--- config.mk ---
export PLATFORM = sky130hd
export DESIGN_NAME = axis_digest_tx
export DESIGN_NICKNAME = d
export VERILOG_FILES = /design/src/rtl/sha3_pkg.sv /design/src/rtl/axis_word_mux.sv /design/src/rtl/axis_digest_tx.sv
export SDC_FILE = /design/constraint.sdc
export NUM_CORES = 2
export LEC_CHECK = 0
export BUFFER_PORTS_ARGS = -buffer_cell sky130_fd_sc_hd__buf_4
export CAP_MARGIN = 20
export CELL_PAD_IN_SITES_DETAIL_PLACEMENT = 2
export CELL_PAD_IN_SITES_GLOBAL_PLACEMENT = 2
export CORE_AREA = 2 2 631 633
export CTS_CLUSTER_DIAMETER = 150
export DETAILED_ROUTE_END_ITERATION = 10
export DIE_AREA = 0 0 633 635
export GPL_TIMING_DRIVEN = 0
export PLACE_DENSITY_LB_ADDON = 0.1
export SLEW_MARGIN = 0
export SYNTH_ARGS = -nofsm -noshare
export SYNTH_HDL_FRONTEND = slang
export SYNTH_SLANG_ARGS = --single-unit
--- constraint.sdc ---
create_clock -name ACLK -period 6.15 [get_ports ACLK]
set_input_delay 0.3075 -clock ACLK [delete_from_list [all_inputs] [get_ports ACLK]]
set_output_delay 0.3075 -clock ACLK [all_outputs]
set_load 0.01 [all_outputs]
--- src/rtl/sha3_pkg.sv ---
// sha3_pkg: Keccak state type, digest lengths, MODE encoding and the word-count helper
// shared by the AXI-Stream digest transmitter.
package sha3_pkg;

   localparam int unsigned STATE_BITS = 1600;

   localparam int unsigned DIGEST_224 = 224;
   localparam int unsigned DIGEST_256 = 256;
   localparam int unsigned DIGEST_384 = 384;
   localparam int unsigned DIGEST_512 = 512;

   typedef logic [0:4][0:4][63:0] sha3_state_t;

   typedef enum logic [1:0] {
      Mode224 = 2'd0,
      Mode256 = 2'd1,
      Mode384 = 2'd2,
      Mode512 = 2'd3
   } digest_mode_e;

   typedef enum logic {
      StIdle,
      StSend
   } tx_state_e;

   function automatic int unsigned digest_len(input logic [1:0] mode);
      case (digest_mode_e'(mode))
         Mode224: return DIGEST_224;
         Mode256: return DIGEST_256;
         Mode384: return DIGEST_384;
         default: return DIGEST_512;
      endcase
   endfunction

   // Number of stream words needed to carry the digest, rounding the tail word up.
   function automatic int unsigned num_words(input logic [1:0] mode,
                                             input int unsigned data_width);
      return (digest_len(mode) + data_width - 1) / data_width;
   endfunction

endpackage

--- src/rtl/axis_word_mux.sv ---
// axis_word_mux: picks word k out of the flattened 1600-bit snapshot and zeroes every bit
// that lies at or beyond digest_bits.
module axis_word_mux
   import sha3_pkg::*;
#(
   parameter int unsigned DATA_WIDTH = 16
) (
   input  logic [STATE_BITS-1:0] snapshot,
   input  logic [7:0]            k,
   input  logic [10:0]           digest_bits,
   output logic [DATA_WIDTH-1:0] word
);

   logic [31:0]           base;
   logic [DATA_WIDTH-1:0] mask;

   always_comb begin
      base = 32'(k) * DATA_WIDTH;
      // A shift of DATA_WIDTH or more leaves all ones: word lies fully inside the digest.
      if (32'(digest_bits) <= base) begin
         mask = '0;
      end else begin
         mask = ~({DATA_WIDTH{1'b1}} << (32'(digest_bits) - base));
      end
      word = DATA_WIDTH'(snapshot >> base) & mask;
   end

endmodule

--- src/rtl/axis_digest_tx.sv ---
// axis_digest_tx: snapshots a Keccak state on START and streams the digest as AXI-Stream words.
// Define AXIS_TX_FULL_STATE_EN to add FULL_STATE, which streams all 1600 state bits unmasked.
module axis_digest_tx
   import sha3_pkg::*;
#(
   parameter int unsigned DATA_WIDTH = 16
) (
   input  logic                  ACLK,
   input  logic                  ARESETn,
   input  logic [0:4][0:4][63:0] D_in,
   input  logic                  START,
   input  logic [1:0]            MODE,
   input  logic                  TREADY,
`ifdef AXIS_TX_FULL_STATE_EN
   input  logic                  FULL_STATE,
`endif
   output logic [DATA_WIDTH-1:0] TDATA,
   output logic                  TVALID,
   output logic                  TLAST,
   output logic [7:0]            TDEST,
   output logic                  BUSY
);

   tx_state_e             state_q, state_d;
   logic [7:0]            cnt_q, cnt_d;
   logic [1:0]            mode_q, mode_d;
   logic [STATE_BITS-1:0] snap_q, snap_d;
   logic [STATE_BITS-1:0] d_flat;
   logic [10:0]           digest_bits;
   logic [7:0]            n_words;
   logic [DATA_WIDTH-1:0] word;
`ifdef AXIS_TX_FULL_STATE_EN
   logic                  full_q, full_d;
`endif

   // Lane (x,y) sits at flat offset 64*(5y+x), which differs from its packed-array position.
   always_comb begin
      d_flat = '0;
      for (int y = 0; y < 5; y++) begin
         for (int x = 0; x < 5; x++) begin
            d_flat[64*(5*y+x) +: 64] = D_in[x][y];
         end
      end
   end

   always_comb begin
      digest_bits = 11'(digest_len(mode_q));
      n_words     = 8'(num_words(mode_q, DATA_WIDTH));
`ifdef AXIS_TX_FULL_STATE_EN
      if (full_q) begin
         digest_bits = 11'(STATE_BITS);
         n_words     = 8'(STATE_BITS / DATA_WIDTH);
      end
`endif
   end

   always_comb begin
      state_d = state_q;
      cnt_d   = cnt_q;
      mode_d  = mode_q;
      snap_d  = snap_q;
`ifdef AXIS_TX_FULL_STATE_EN
      full_d  = full_q;
`endif
      unique case (state_q)
         StIdle: begin
            if (START) begin
               snap_d  = d_flat;
               mode_d  = MODE;
               cnt_d   = '0;
`ifdef AXIS_TX_FULL_STATE_EN
               full_d  = FULL_STATE;
`endif
               state_d = StSend;
            end
         end
         StSend: begin
            // START is deliberately ignored here, even on the final transfer edge.
            if (TREADY) begin
               if (cnt_q == n_words - 8'd1) begin
                  state_d = StIdle;
                  cnt_d   = '0;
               end else begin
                  cnt_d = cnt_q + 8'd1;
               end
            end
         end
         default: state_d = StIdle;
      endcase
   end

   always_ff @(posedge ACLK or negedge ARESETn) begin
      if (!ARESETn) begin
         state_q <= StIdle;
         cnt_q   <= '0;
         mode_q  <= '0;
         snap_q  <= '0;
`ifdef AXIS_TX_FULL_STATE_EN
         full_q  <= 1'b0;
`endif
      end else begin
         state_q <= state_d;
         cnt_q   <= cnt_d;
         mode_q  <= mode_d;
         snap_q  <= snap_d;
`ifdef AXIS_TX_FULL_STATE_EN
         full_q  <= full_d;
`endif
      end
   end

   axis_word_mux #(
      .DATA_WIDTH(DATA_WIDTH)
   ) u_word_mux (
      .snapshot   (snap_q),
      .k          (cnt_q),
      .digest_bits(digest_bits),
      .word       (word)
   );

   assign TVALID = (state_q == StSend);
   assign BUSY   = (state_q == StSend);
   assign TDEST  = cnt_q;
   assign TLAST  = TVALID && (cnt_q == n_words - 8'd1);
   assign TDATA  = TVALID ? word : '0;

endmodule

Word-level counts from Yosys, hierarchy flattened
Cells that the tools add are included.
Widths: inputs -> output; s select.
{"block": "word_totals", "regBits": 1611, "input_bits": 1606, "output_inout_bits": 27, "word_cells": 35}
{"block": "classes", "addsub": 5, "n_lt_le_gt_ge": 1, "eq_ne": 5, "shifts": 2, "muxes": 11, "bitwise_logic": 3, "reduce_logical": 4}
{"op": "$shr 1600x12->16", "count": 1}
{"op": "$mux 16", "count": 2}
{"op": "$shl 16x32->16 const A", "count": 1}
{"op": "$pmux 10 s3", "count": 1}
{"op": "$mux 8", "count": 3}
{"op": "$and 16x16->16", "count": 1}
{"op": "$not 16->16", "count": 1}
{"op": "$pmux 8 s2", "count": 1}
{"op": "$sub 10x12->13", "count": 1}
{"op": "$le 10x12->1", "count": 1}
{"op": "$sub 12x1->12 const B", "count": 1}
{"op": "$add 10x5->11 const B", "count": 1}
{"op": "$add 8x1->8 const B", "count": 1}
{"op": "$eq 8x8->1", "count": 1}
{"op": "$sub 8x1->8 const B", "count": 1}
{"op": "$ne 2x2->1 const B", "count": 2}
{"op": "$reduce_and 2->1", "count": 2}
{"op": "$mux 1", "count": 3}
{"op": "$eq 2x1->1 const B", "count": 1}
{"op": "$eq 2x2->1 const B", "count": 1}
{"op": "$logic_not 2->1", "count": 1}
{"op": "$pmux 1 s2", "count": 1}
{"op": "$logic_and 1x1->1", "count": 1}
{"op": "$not 1->1", "count": 1}

Depth between registers and ports, before layout
{"block": "logic_depth", "word_depth": 9, "ltp_mapped": 13, "ltp_nobuf": 10}

Modules after synthesis
From an unflattened synthesis, not the netlist that was laid out.
{"block": "hier_totals", "hier_cells": 8061, "hier_area_um2": 75387.3}
{"module": "axis_digest_tx", "n_inst": 1, "cells_per_inst": 6848, "area_per_inst_um2": 60466.7, "seq_area_each_um2": 40313.7}
{"module": "axis_word_mux", "n_inst": 1, "cells_per_inst": 1213, "area_per_inst_um2": 14920.6, "seq_area_each_um2": 0.0}

Worst setup path after synthesis
Ideal clock, no wire load.
{"block": "synth_path", "path_kind": "flip-flop to output port", "startpoint": "register cnt_q[1], in the netlist TDEST[1]", "endpoint": "output TDATA[10]", "arrival_ps": 2813, "required_time_ps": 5843, "path_slack_ps": 3030, "path_stages_with_launch": 13, "path_buffers": 4, "cell_sequence": "dfrtp_1 -> buf_2 -> buf_2 -> buf_1 -> xnor2_1 -> ha_1 -> nor2b_1 -> o21ai_0 -> a31oi_1 -> xor2_1 -> a31o_2 -> buf_2 -> nor3_1"}
{"block": "synth_between", "elab_chain_cells": 6, "elab_cells_between_ends": 8, "cone_classes": "add/sub: 1; order compare: 1; shift: 2; mux: 2; bitwise: 2"}
{"item": "start: declaration", "line": "axis_digest_tx.sv:25", "source": "logic [7:0] cnt_q, cnt_d;"}
{"item": "start signal: assignment", "line": "axis_digest_tx.sv:103", "source": "cnt_q <= cnt_d;"}
{"item": "$sub 10x12->13", "line": "axis_word_mux.sv:23", "source": "mask = ~({DATA_WIDTH{1'b1}} << (32'(digest_bits) - base));"}
{"item": "$shl 16x32->16", "line": "axis_word_mux.sv:23"}
{"item": "$not 16->16", "line": "axis_word_mux.sv:23"}
{"item": "$mux 16", "line": "axis_word_mux.sv:20", "source": "if (32'(digest_bits) <= base) begin"}
{"item": "$and 16x16->16 (*)", "line": "axis_word_mux.sv:25", "source": "word = DATA_WIDTH'(snapshot >> base) & mask;"}
{"item": "$mux 16 (*)", "line": "axis_digest_tx.sv:125", "source": "assign TDATA = TVALID ? word : '0;"}
{"item": "end: declaration", "line": "axis_digest_tx.sv:17", "source": "output logic [DATA_WIDTH-1:0] TDATA,"}
Every way passes the cells marked *; elsewhere a longest branch is shown, timed or not.

Worst setup path in the final report
{"block": "layout_path", "startpoint": "register cnt_q[3], in the netlist TDEST[3]", "endpoint": "output TDATA[13]"}
The elaborated chain is that of the path after synthesis.

==> impl_metrics.env <==
export IMPL_cts_max_path_buffers=4
export IMPL_muxShareOfSynthArea_pct=13.3
export IMPL_first_pass_iters=5
export IMPL_critical_path_max_fanout=10
export IMPL_drive_above_1_share_pct=21.4
export IMPL_ys_ff_latch=1035
export IMPL_cts_tree="built"
export IMPL_p_total_w=0.0390
export IMPL_grt_pass1_vias=53900
export IMPL_root_buffer="clkbuf_16"
export IMPL_grt_setup_unrepaired="no"
export IMPL_coreArea_um2=395000
export IMPL_synthSimpleGateAreaFrac_pct=26.2
export IMPL_synth_top_family_by_area="simple AND/OR/NAND/NOR gates"
export IMPL_status="finished clean"
export IMPL_end_kind="output pin"
export IMPL_fin_skew_ns=0.0329
export IMPL_worstPathArrival_ns=5.34
export IMPL_fill_cells=45100
export IMPL_grt_pass1_wl_um=503000
export IMPL_die_width_um=633
export IMPL_fp_dieArea_um2=402000
export IMPL_die_h_um=635
export IMPL_timing_setup_tns_ns=0
export IMPL_grt_max_degree=148
export IMPL_slowest_delay_ns=0.98
export IMPL_drc=0
export IMPL_worstPathCellList="buf_2 -> inv_1 -> buf_2 -> clkbuf_1 -> buf_8 -> o221ai_1 -> nor3_1 -> nor4_1 -> nand2_1 -> nor3_1 -> buf_4 -> buf_4"
export IMPL_synth_compound_area_share_pct=2.21
export IMPL_clock_sinks=1035
export IMPL_syn_nets=6786
export IMPL_synth_cell_types=43
export IMPL_synth_adder_area_share_pct=0.316
export IMPL_ioPinCount=1633
export IMPL_max_vdd_ir_drop_v=0.000182
export IMPL_finalSetupViolCount=0
export IMPL_cp_required_ns=5.84
export IMPL_multi_input_area_um2=20000
export IMPL_wire_per_inst_um=29.6
export IMPL_hold_path_class="in -> reg"
export IMPL_critical_path_class="reg -> out"
export IMPL_p_leak_nw=37.2
export IMPL_synthXorXnorAreaFrac_pct=0.203
export IMPL_fin_crit_ns=5.65
export IMPL_syn_to_final_growth_pct=64.8
export IMPL_synth_edf_count=0
export IMPL_num_vias=47000
export IMPL_nNetsFinal=9073
export IMPL_track_usage_pct=18.6
export IMPL_rows=231
export IMPL_routed_wl_um=380000
export IMPL_clk_pin_slew_ns=0.06
export IMPL_p_per_area_nw_per_um2=499
export IMPL_ys_flop_type="dfrtp_1"
export IMPL_dp_hpwl_um=306000
export IMPL_tightest_slew_ns=1.17
export IMPL_clock_latency_ns=0.86
export IMPL_numCtsBuffers=156
export IMPL_drtIter0Drc=2299
export IMPL_syn_inst=5168
export IMPL_period_share_pct=91.8
export IMPL_gp_congestion=0.804
export IMPL_yosysWarningCount=0
export IMPL_grt_antenna_before_repair=69
export IMPL_clock_fmax_mhz=177
export IMPL_maxCapViolCount=0
export IMPL_ys_seq_area_share_pct=54.6
export IMPL_async_flop_share_pct=100
export IMPL_grt_remaining_overflow=0
export IMPL_regArea_um2=25900
export IMPL_slowest_stage="nor3_1"
export IMPL_ant_nets=0
export IMPL_relSlewSlack_pct=22.2
export IMPL_finalHoldViolCount=0
export IMPL_syn_avg_cell_area_um2=9.18
export IMPL_vias_per_cell=3.66
export IMPL_timing_final_max_slew_violations=0
export IMPL_cts_max_level=4
export IMPL_cp_start_kind="flip-flop"
export IMPL_syn_area_um2=47400
export IMPL_start_util_pct=12.0
export IMPL_postCtsSetupBuffers=0
export IMPL_port_buffers=1056
[per-stage QoR]
stage	utilization [%]	instances	hold slack, ns	instance area [um^2]	setup WS (ns)
finish	19.8	12800	0.120	78200	0.502
global route	19.8	12800	0.0934	78200	0.275
CTS	19.8	12800	0.0253	78100	0.254
detailed placement	15.9	11500	0.232	62800	0.558
global placement	15.7	11500	0.452	61900	-11.01
floorplan	-	5168	0.0119	47400	3.03
[layout by cell type (no fill, tap or decap), types with 4 or more instances in the layout]
cell,Yosys,layout
a21oi_1,39,39
buf_1,19,14
buf_12,0,6
buf_16,0,15
buf_2,18,21
buf_4,24,1089
buf_6,10,10
buf_8,0,16
bufinv_16,0,5
clkbuf_1,269,305
clkbuf_16,0,159
clkbuf_2,0,13
clkbuf_8,0,37
clkinv_2,0,12
dfrtp_1,1035,1035
diode_2,0,19
dlygate4sd3_1,0,1029
ha_1,12,12
inv_1,10,10
mux2_2,4,4
mux2i_1,130,130
mux4_2,221,221
nand2_1,3120,3119
nand3_1,7,7
nor2_1,9,9
nor2b_1,5,5
nor3_1,80,80
nor4_1,20,20
o21ai_0,16,16
o221ai_1,61,60
o22ai_1,19,19
xnor2_1,6,6
xor2_1,5,5
[routing by layer]
metal	GRT usage (%)	vias to the layer above	share of wire, %
li1	-	21300	-
met1	24.6	24300	46
met2	32.3	1040	49
met3	1.84	313	2.6
met4	4.59	16	2.7
met5	0	-	0.027
[state kept, by name, summed over array words and instances, names as in the netlist]
signal  flops
BUSY        1
TDEST       8
mode_q      2
snap_q   1024
[synth_stat cells (all sizes together), types with 2 or more instances]
cell,count,area share (%)
a211oi,3,0.047
xnor2,6,0.11
mux2,4,0.095
nand3,7,0.074
inv,10,0.079
nand2,3120,25
nor2b,5,0.066
nor4,20,0.26
a21oi,39,0.41
o221ai,61,1.1
a21o,3,0.047
dfrtp,1035,55
or3,2,0.026
clkbuf,269,2.1
nor2,9,0.071
and3,3,0.040
nor3,80,0.84
mux2i,130,2.7
buf,71,0.96
mux4,221,10
xor2,5,0.092
o22ai,19,0.25
nand2b,3,0.040
o21ai,16,0.17
ha,12,0.32
[cells by family after synthesis]
| group | after synthesis |
|---|---|
| fa+ha+maj | 12 |
| flops | 1035 |
| mux | 355 |
| compound gates | 150 |
| buf+inv | 351 |
| xor+xnor | 11 |
| simple gates | 3254 |
[report_power, final]
part / switching, W / internal (W)
combinational: 0.0116 / 0.00616
clock: 0.00379 / 0.00543
sequential: 0.00201 / 0.00998
total: 0.0174 / 0.0216
[area by class of cell]
| type | instances | area share (%) |
|---|---|---|
| Buffer | 339 | 1.90 |
| Clock buffer | 245 | 5.97 |
| Timing Repair Buffer | 2130 | 24.4 |
| Clock inverter | 27 | 0.486 |
| Inverter | 11 | 0.0528 |
| Multi-Input combinational cell | 3782 | 25.6 |
| Sequential cell | 1035 | 33.1 |
| Tap cell | 5242 | 8.39 |
| Antenna cell | 19 | 0.0608 |
[path summary, 6_finish.rpt]
| check | startpoint | endpoint | slack, ns | depth (start not counted) |
|---|---|---|---|---|
| max in group asynchronous | ARESETn | snap_q[896]$_DFFE_PN0P_ | 2.59 | 7 |
| min reg2reg | snap_q[445]$_DFFE_PN0P_ | snap_q[445]$_DFFE_PN0P_ | 0.47 | 2 |
| max | TDEST[3]$_DFFE_PN0P_ | TDATA[13] | 0.50 | 12 |
| min in group asynchronous | ARESETn | snap_q[219]$_DFFE_PN0P_ | 0.58 | 3 |
| max reg2reg | BUSY$_DFF_PN0_ | snap_q[778]$_DFFE_PN0P_ | 2.46 | 7 |
| min | START | mode_q[1]$_DFFE_PN0P_ | 0.12 | 5 |
[critical path, delay by kind of cell, from the launching register on]
kind            cells  cell delay [ns]
flops               1             0.38
compound gates      1             0.41
simple gates        4             1.40
buf+inv             7             2.21
[what timing repair did]
action,in CTS,in global routing
endpoints found under the hold margin,1394,0
setup endpoints to repair,12,0
hold buffers,1030,0
resized for setup,3,0
Power figures use the tool's default switching activity.
